<file path="src/rtl/sa_row_feeder.sv">
// sa_row_feeder: west-edge operand transmitter for the systolic array.
// Valid/ready note: there is no back-pressure. start is a one-cycle request
// honoured only in IDLE; rd_data is trusted exactly one cycle after rd_en;
// en_row[r] qualifies lane r of data_out in the same cycle.
module sa_row_feeder #(
    parameter int DW    = 8,
    parameter int ROWS  = 4,
    parameter int AW    = 10,
    parameter int CNT_W = 9
) (
    input  logic                 clk,
    input  logic                 rst_n,
    input  logic                 start,
    input  logic                 abort,
    input  logic [AW-1:0]        base_addr,
    input  logic [CNT_W-1:0]     kernel_element,
    output logic                 rd_en,
    output logic [AW-1:0]        rd_addr,
    input  logic [ROWS*DW-1:0]   rd_data,
    output logic [ROWS*DW-1:0]   data_out,
    output logic [ROWS-1:0]      en_row,
    output logic                 en_synch,
    output logic                 busy,
    output logic                 done
);

    typedef enum logic [1:0] {IDLE, READ, DRAIN, DONE} state_t;

    // DRAIN lasts ROWS+1 cycles: the last row's window closes ROWS+1 cycles
    // after the final read is issued.
    localparam logic [CNT_W-1:0] DRAIN_LAST = CNT_W'(ROWS);

    state_t            state_q, state_d;
    logic [CNT_W-1:0]  cnt_q;
    logic [CNT_W-1:0]  k_q;
    logic [AW-1:0]     base_q;
    logic              vld_q;
    logic [ROWS-1:0]   en_q;
    logic              en_synch_q;

    // State register.
    always_ff @(posedge clk or negedge rst_n) begin
        if (!rst_n) state_q <= IDLE;
        else        state_q <= state_d;
    end

    // Next-state and read-port / status outputs; abort overrides everything.
    always_comb begin
        state_d = state_q;
        rd_en   = 1'b0;
        rd_addr = '0;
        busy    = 1'b0;
        done    = 1'b0;
        case (state_q)
            IDLE: begin
                if (start) state_d = (kernel_element == '0) ? DONE : READ;
            end
            READ: begin
                rd_en   = 1'b1;
                rd_addr = base_q + AW'(cnt_q);
                busy    = 1'b1;
                if (cnt_q == k_q - CNT_W'(1)) state_d = DRAIN;
            end
            DRAIN: begin
                busy = 1'b1;
                if (cnt_q == DRAIN_LAST) state_d = DONE;
            end
            DONE: begin
                busy    = 1'b1;
                done    = 1'b1;
                state_d = IDLE;
            end
            default: state_d = IDLE;
        endcase
        if (abort) state_d = IDLE;
    end

    // Pass parameters are captured on an accepted start; the counter restarts
    // on every state change and walks through READ and DRAIN.
    always_ff @(posedge clk or negedge rst_n) begin
        if (!rst_n) begin
            cnt_q  <= '0;
            k_q    <= '0;
            base_q <= '0;
        end else begin
            if (state_q == IDLE && start && !abort && kernel_element != '0) begin
                k_q    <= kernel_element;
                base_q <= base_addr;
            end
            if (state_d != state_q)
                cnt_q <= '0;
            else if (state_q == READ || state_q == DRAIN)
                cnt_q <= cnt_q + CNT_W'(1);
        end
    end

    // Valid tag for rd_data, then the per-row enable skew chain.
    always_ff @(posedge clk or negedge rst_n) begin
        if (!rst_n) begin
            vld_q <= 1'b0;
            en_q  <= '0;
        end else if (abort) begin
            vld_q <= 1'b0;
            en_q  <= '0;
        end else begin
            vld_q <= rd_en;
            en_q  <= {en_q[ROWS-2:0], vld_q};
        end
    end

    // en_synch holds high except for the single cycle after an abort,
    // which clears PE accumulation state.
    always_ff @(posedge clk or negedge rst_n) begin
        if (!rst_n) en_synch_q <= 1'b0;
        else        en_synch_q <= !abort;
    end

    assign en_row   = en_q;
    assign en_synch = en_synch_q;

    for (genvar r = 0; r < ROWS; r++) begin : g_row
        logic [DW-1:0] pipe [0:r];

        // Lane r skew: one capture stage plus r delay stages.
        always_ff @(posedge clk or negedge rst_n) begin
            if (!rst_n) begin
                for (int i = 0; i <= r; i++) pipe[i] <= '0;
            end else if (abort) begin
                for (int i = 0; i <= r; i++) pipe[i] <= '0;
            end else begin
                pipe[0] <= vld_q ? rd_data[r*DW +: DW] : '0;
                for (int i = 1; i <= r; i++) pipe[i] <= pipe[i-1];
            end
        end

        assign data_out[r*DW +: DW] = en_q[r] ? pipe[r] : '0;
    end

endmodule

</file>
<file path="config.mk">
export PLATFORM = sky130hd
export DESIGN_NAME = sa_row_feeder
export DESIGN_NICKNAME = d
export VERILOG_FILES = /design/src/rtl/sa_row_feeder.sv
export SDC_FILE = /design/constraint.sdc
export NUM_CORES = 1
export LEC_CHECK = 0
export ABC_CLOCK_PERIOD_IN_PS = 3830
export CAP_MARGIN = 5
export CORE_ASPECT_RATIO = 1.5
export CORE_UTILIZATION = 25
export DETAILED_ROUTE_END_ITERATION = 10
export DONT_BUFFER_PORTS = 1
export GPL_TIMING_DRIVEN = 0
export SLEW_MARGIN = 15
export SYNTH_ARGS = -nofsm -noshare
export SYNTH_HDL_FRONTEND = slang
export SYNTH_SLANG_ARGS = --single-unit
</file>
<file path="constraint.sdc">
create_clock -name clk -period 3.83 [get_ports clk]
set_input_delay 0.766 -clock clk [delete_from_list [all_inputs] [get_ports clk]]
set_output_delay 0.766 -clock clk [all_outputs]
set_load 0.02 [all_outputs]
</file>
==> impl_metrics.csv <==
group,metric,value,unit
run_status,outcome,"completed",
detailed_routing,totalWireLength,10.6,mm
die,core,19900,sq um
clock_network,cts_buffers,17,
timing,final.setup.tns,0,ns
clock_network,path_clk_slew,0.07,ns
placed_design,gp_congestion,0.875,
placed_design,portBuffers,0,
clock_network,cts_tree,"yes",
placed_design,dp_hpwl,7.84,mm
finish,final_common_cell,"dfrtp_1",
die,die_w,119,um
die,die_height,177,um
timing,fmax,273,MHz
synth,synthFlopType,"dfrtp_1",
detailed_routing,drc,0,
clock_network,cts_sinks,116,
worst_setup_path,critPathLaunchType,"flop",
worst_setup_path,critPathCaptureType,"output port",
timing,relSlewSlack,0.546,
synth,async_flop_share,1.00,
placed_design,placed_area,5440,sq um
clock_network,cts_setup_buffers,0,
timing,slew_viol_final,0,
global_route,grt_pass1_wl,17.5,mm
job,maxCapViolations,0,
worst_setup_path,cp_max_fo,6,
timing,whs,0.0453,ns
worst_setup_path,r2r_slack,1.29,ns
finish,antenna_cells,0,
detailed_routing,wire_per_inst,14.4,um
worst_setup_path,reg2reg_from,"k_q[2]",
synth,yosysWarningCount,0,
finish,syn_to_final_growth,18.1,%
timing,setup_viol,0,
finish,fin_util,0.303,
die,start_util,0.257,
global_route,antenna_found_initial,0,
detailed_routing,drt_first_iter_violations,63,
detailed_routing,num_vias,3222,
synth,synth_cell_types,49,
clock_network,cts_root_buf,"clkbuf_16",
timing,rsz0062_at_grt,"false",
worst_setup_path,cp-startpoint,"cnt_q[0]",
hold_path,hp-class,"primary input to async pin",
timing,min_period,3.67,ns
power,ir_drop,281,uV
worst_setup_path,worst-setup-path-type,"flop to output port",
synth,ys_seq_elements,116,
power,design_power_total,4.07,mW
finish,fin_cells,733,
timing,fin_skew,0.00850,ns
synth,syn-num-nets,514,
finish,nNetsFinal,533,
placed_design,place_inst,701,
timing,period_share,0.957,
clock_network,h-tree-depth,4,
global_route,grtUsageTotal,0.110,
power,powerDensity,673,nW/um^2
power,power_leakage,2.78,nW
synth,syn_avg_cell_area,11.6,sq um
global_route,grt_pass1_vias,3508,
finish,design_area,6040,sq um
clock_network,cts_buffer_depth,2,
synth,synth-edff-count,0,
die,row_count,63,
placed_design,pre_cts_slack,0.422,ns
detailed_routing,post_drt_via_cell_ratio,4.40,
global_route,grt_start_max_net_pins,117,
worst_setup_path,arrival,2.90,ns
global_route,gr-total-overflow,0,
finish,drive_above_1_share,0.116,
detailed_routing,dr.pass1.iters,4,
die,io_pins,105,
synth,syn_inst,441,
finish,final_cell_mix,"116 x dfrtp_1, 74 x and2_1, 53 x nor2b_1",
worst_setup_path,required,3.06,ns
synth,syn_area,5120,sq um
timing,hold_viol,0,
detailed_routing,ant_nets,0,
die,die_area,21100,sq um
clock_network,cts_hold_buf,0,
timing,worstMarginPinSlew,0.676,ns
timing,setup_slack,0.164,ns
synth,ys_seq_area_frac,0.567,
clock_network,clock_latency,0.41,ns
==> Yosys cell counts, types with 8 or more instances <==
library cell / number / area share
clkbuf_1: 15 / 0.011
nand2_1: 17 / 0.012
nor2_1: 12 / 0.0088
inv_1: 12 / 0.0088
a21oi_1: 8 / 0.0078
ha_1: 17 / 0.042
mux2_2: 16 / 0.035
nor2b_1: 53 / 0.065
and2_1: 74 / 0.090
xnor2_1: 13 / 0.022
nor3_1: 18 / 0.018
dfrtp_1: 116 / 0.57
==> cell type report <==
class                           count  area, sq um
Fill cell                        2028        13900
Inverter                           12         45.0
Clock inverter                     15          158
Sequential cell                   116         2900
Clock buffer                       17          425
Multi-Input combinational cell    298         2130
Buffer                             15         56.3
Tap cell                          260          325
==> worst max-delay path: stages, from the launching register on <==
cell and delay, ns:
dfrtp_1 0.47, ha_1 0.26, fa_1 0.41, a21o_1 0.19, a21oi_2 0.18, o21bai_1 0.11
a2111o_1 0.42, nand2_1 0.13, mux2i_4 0.32
==> worst paths after layout <==
| path | endpoint | cells past startpoint |
|---|---|---|
| max | rd_addr[8] | 8 |
| min | g_row[1].pipe[0] | 0 |
| max reg2reg | cnt_q[1] | 5 |
| min reg2reg | g_row[3].pipe[2] | 1 |
| max in group asynchronous | g_row[3].pipe[4] | 0 |
| min in group clk | vld_q | 1 |
==> where the power goes <==
group	internal [mW]	leakage, nW	switching, mW	total [mW]
clock	0.921	0.282	0.648	1.57
sequential	1.38	1.57	0.148	1.53
combinational	0.417	0.924	0.550	0.967
total	2.72	2.78	1.35	4.07
==> layer usage <==
metal	GRT usage	part of all wire	wire [um]
met5	0	0	0
met4	0.0475	0.018	193
met3	0.0390	0.059	624
met2	0.203	0.55	5820
met1	0.109	0.37	3940
==> state kept, by name, indices dropped and copies added (netlist names) <==
name        count
g_row.pipe     80
base_q         10
cnt_q           9
k_q             9
en_row          4
state_q         2
en_synch        1
vld_q           1
==> kinds of logic after synthesis <==
| logic type | count (synthesis) | share of synthesized area |
|---|---|---|
| AND/OR/NAND/NOR | 203 | 0.235 |
| flip-flops | 116 | 0.567 |
| AO/OA/AOI/OAI | 38 | 0.0574 |
| buffers and inverters | 27 | 0.0198 |
| XOR/XNOR | 20 | 0.0342 |
| multiplexers | 19 | 0.0411 |
| adder cells (fa/ha/maj) | 18 | 0.0455 |
==> what timing repair did <==
item	CTS	global route
endpoints found under the setup margin	2	2
gates resized for setup	2	3
pin swaps	0	0
(Power assumes the default switching activity.)
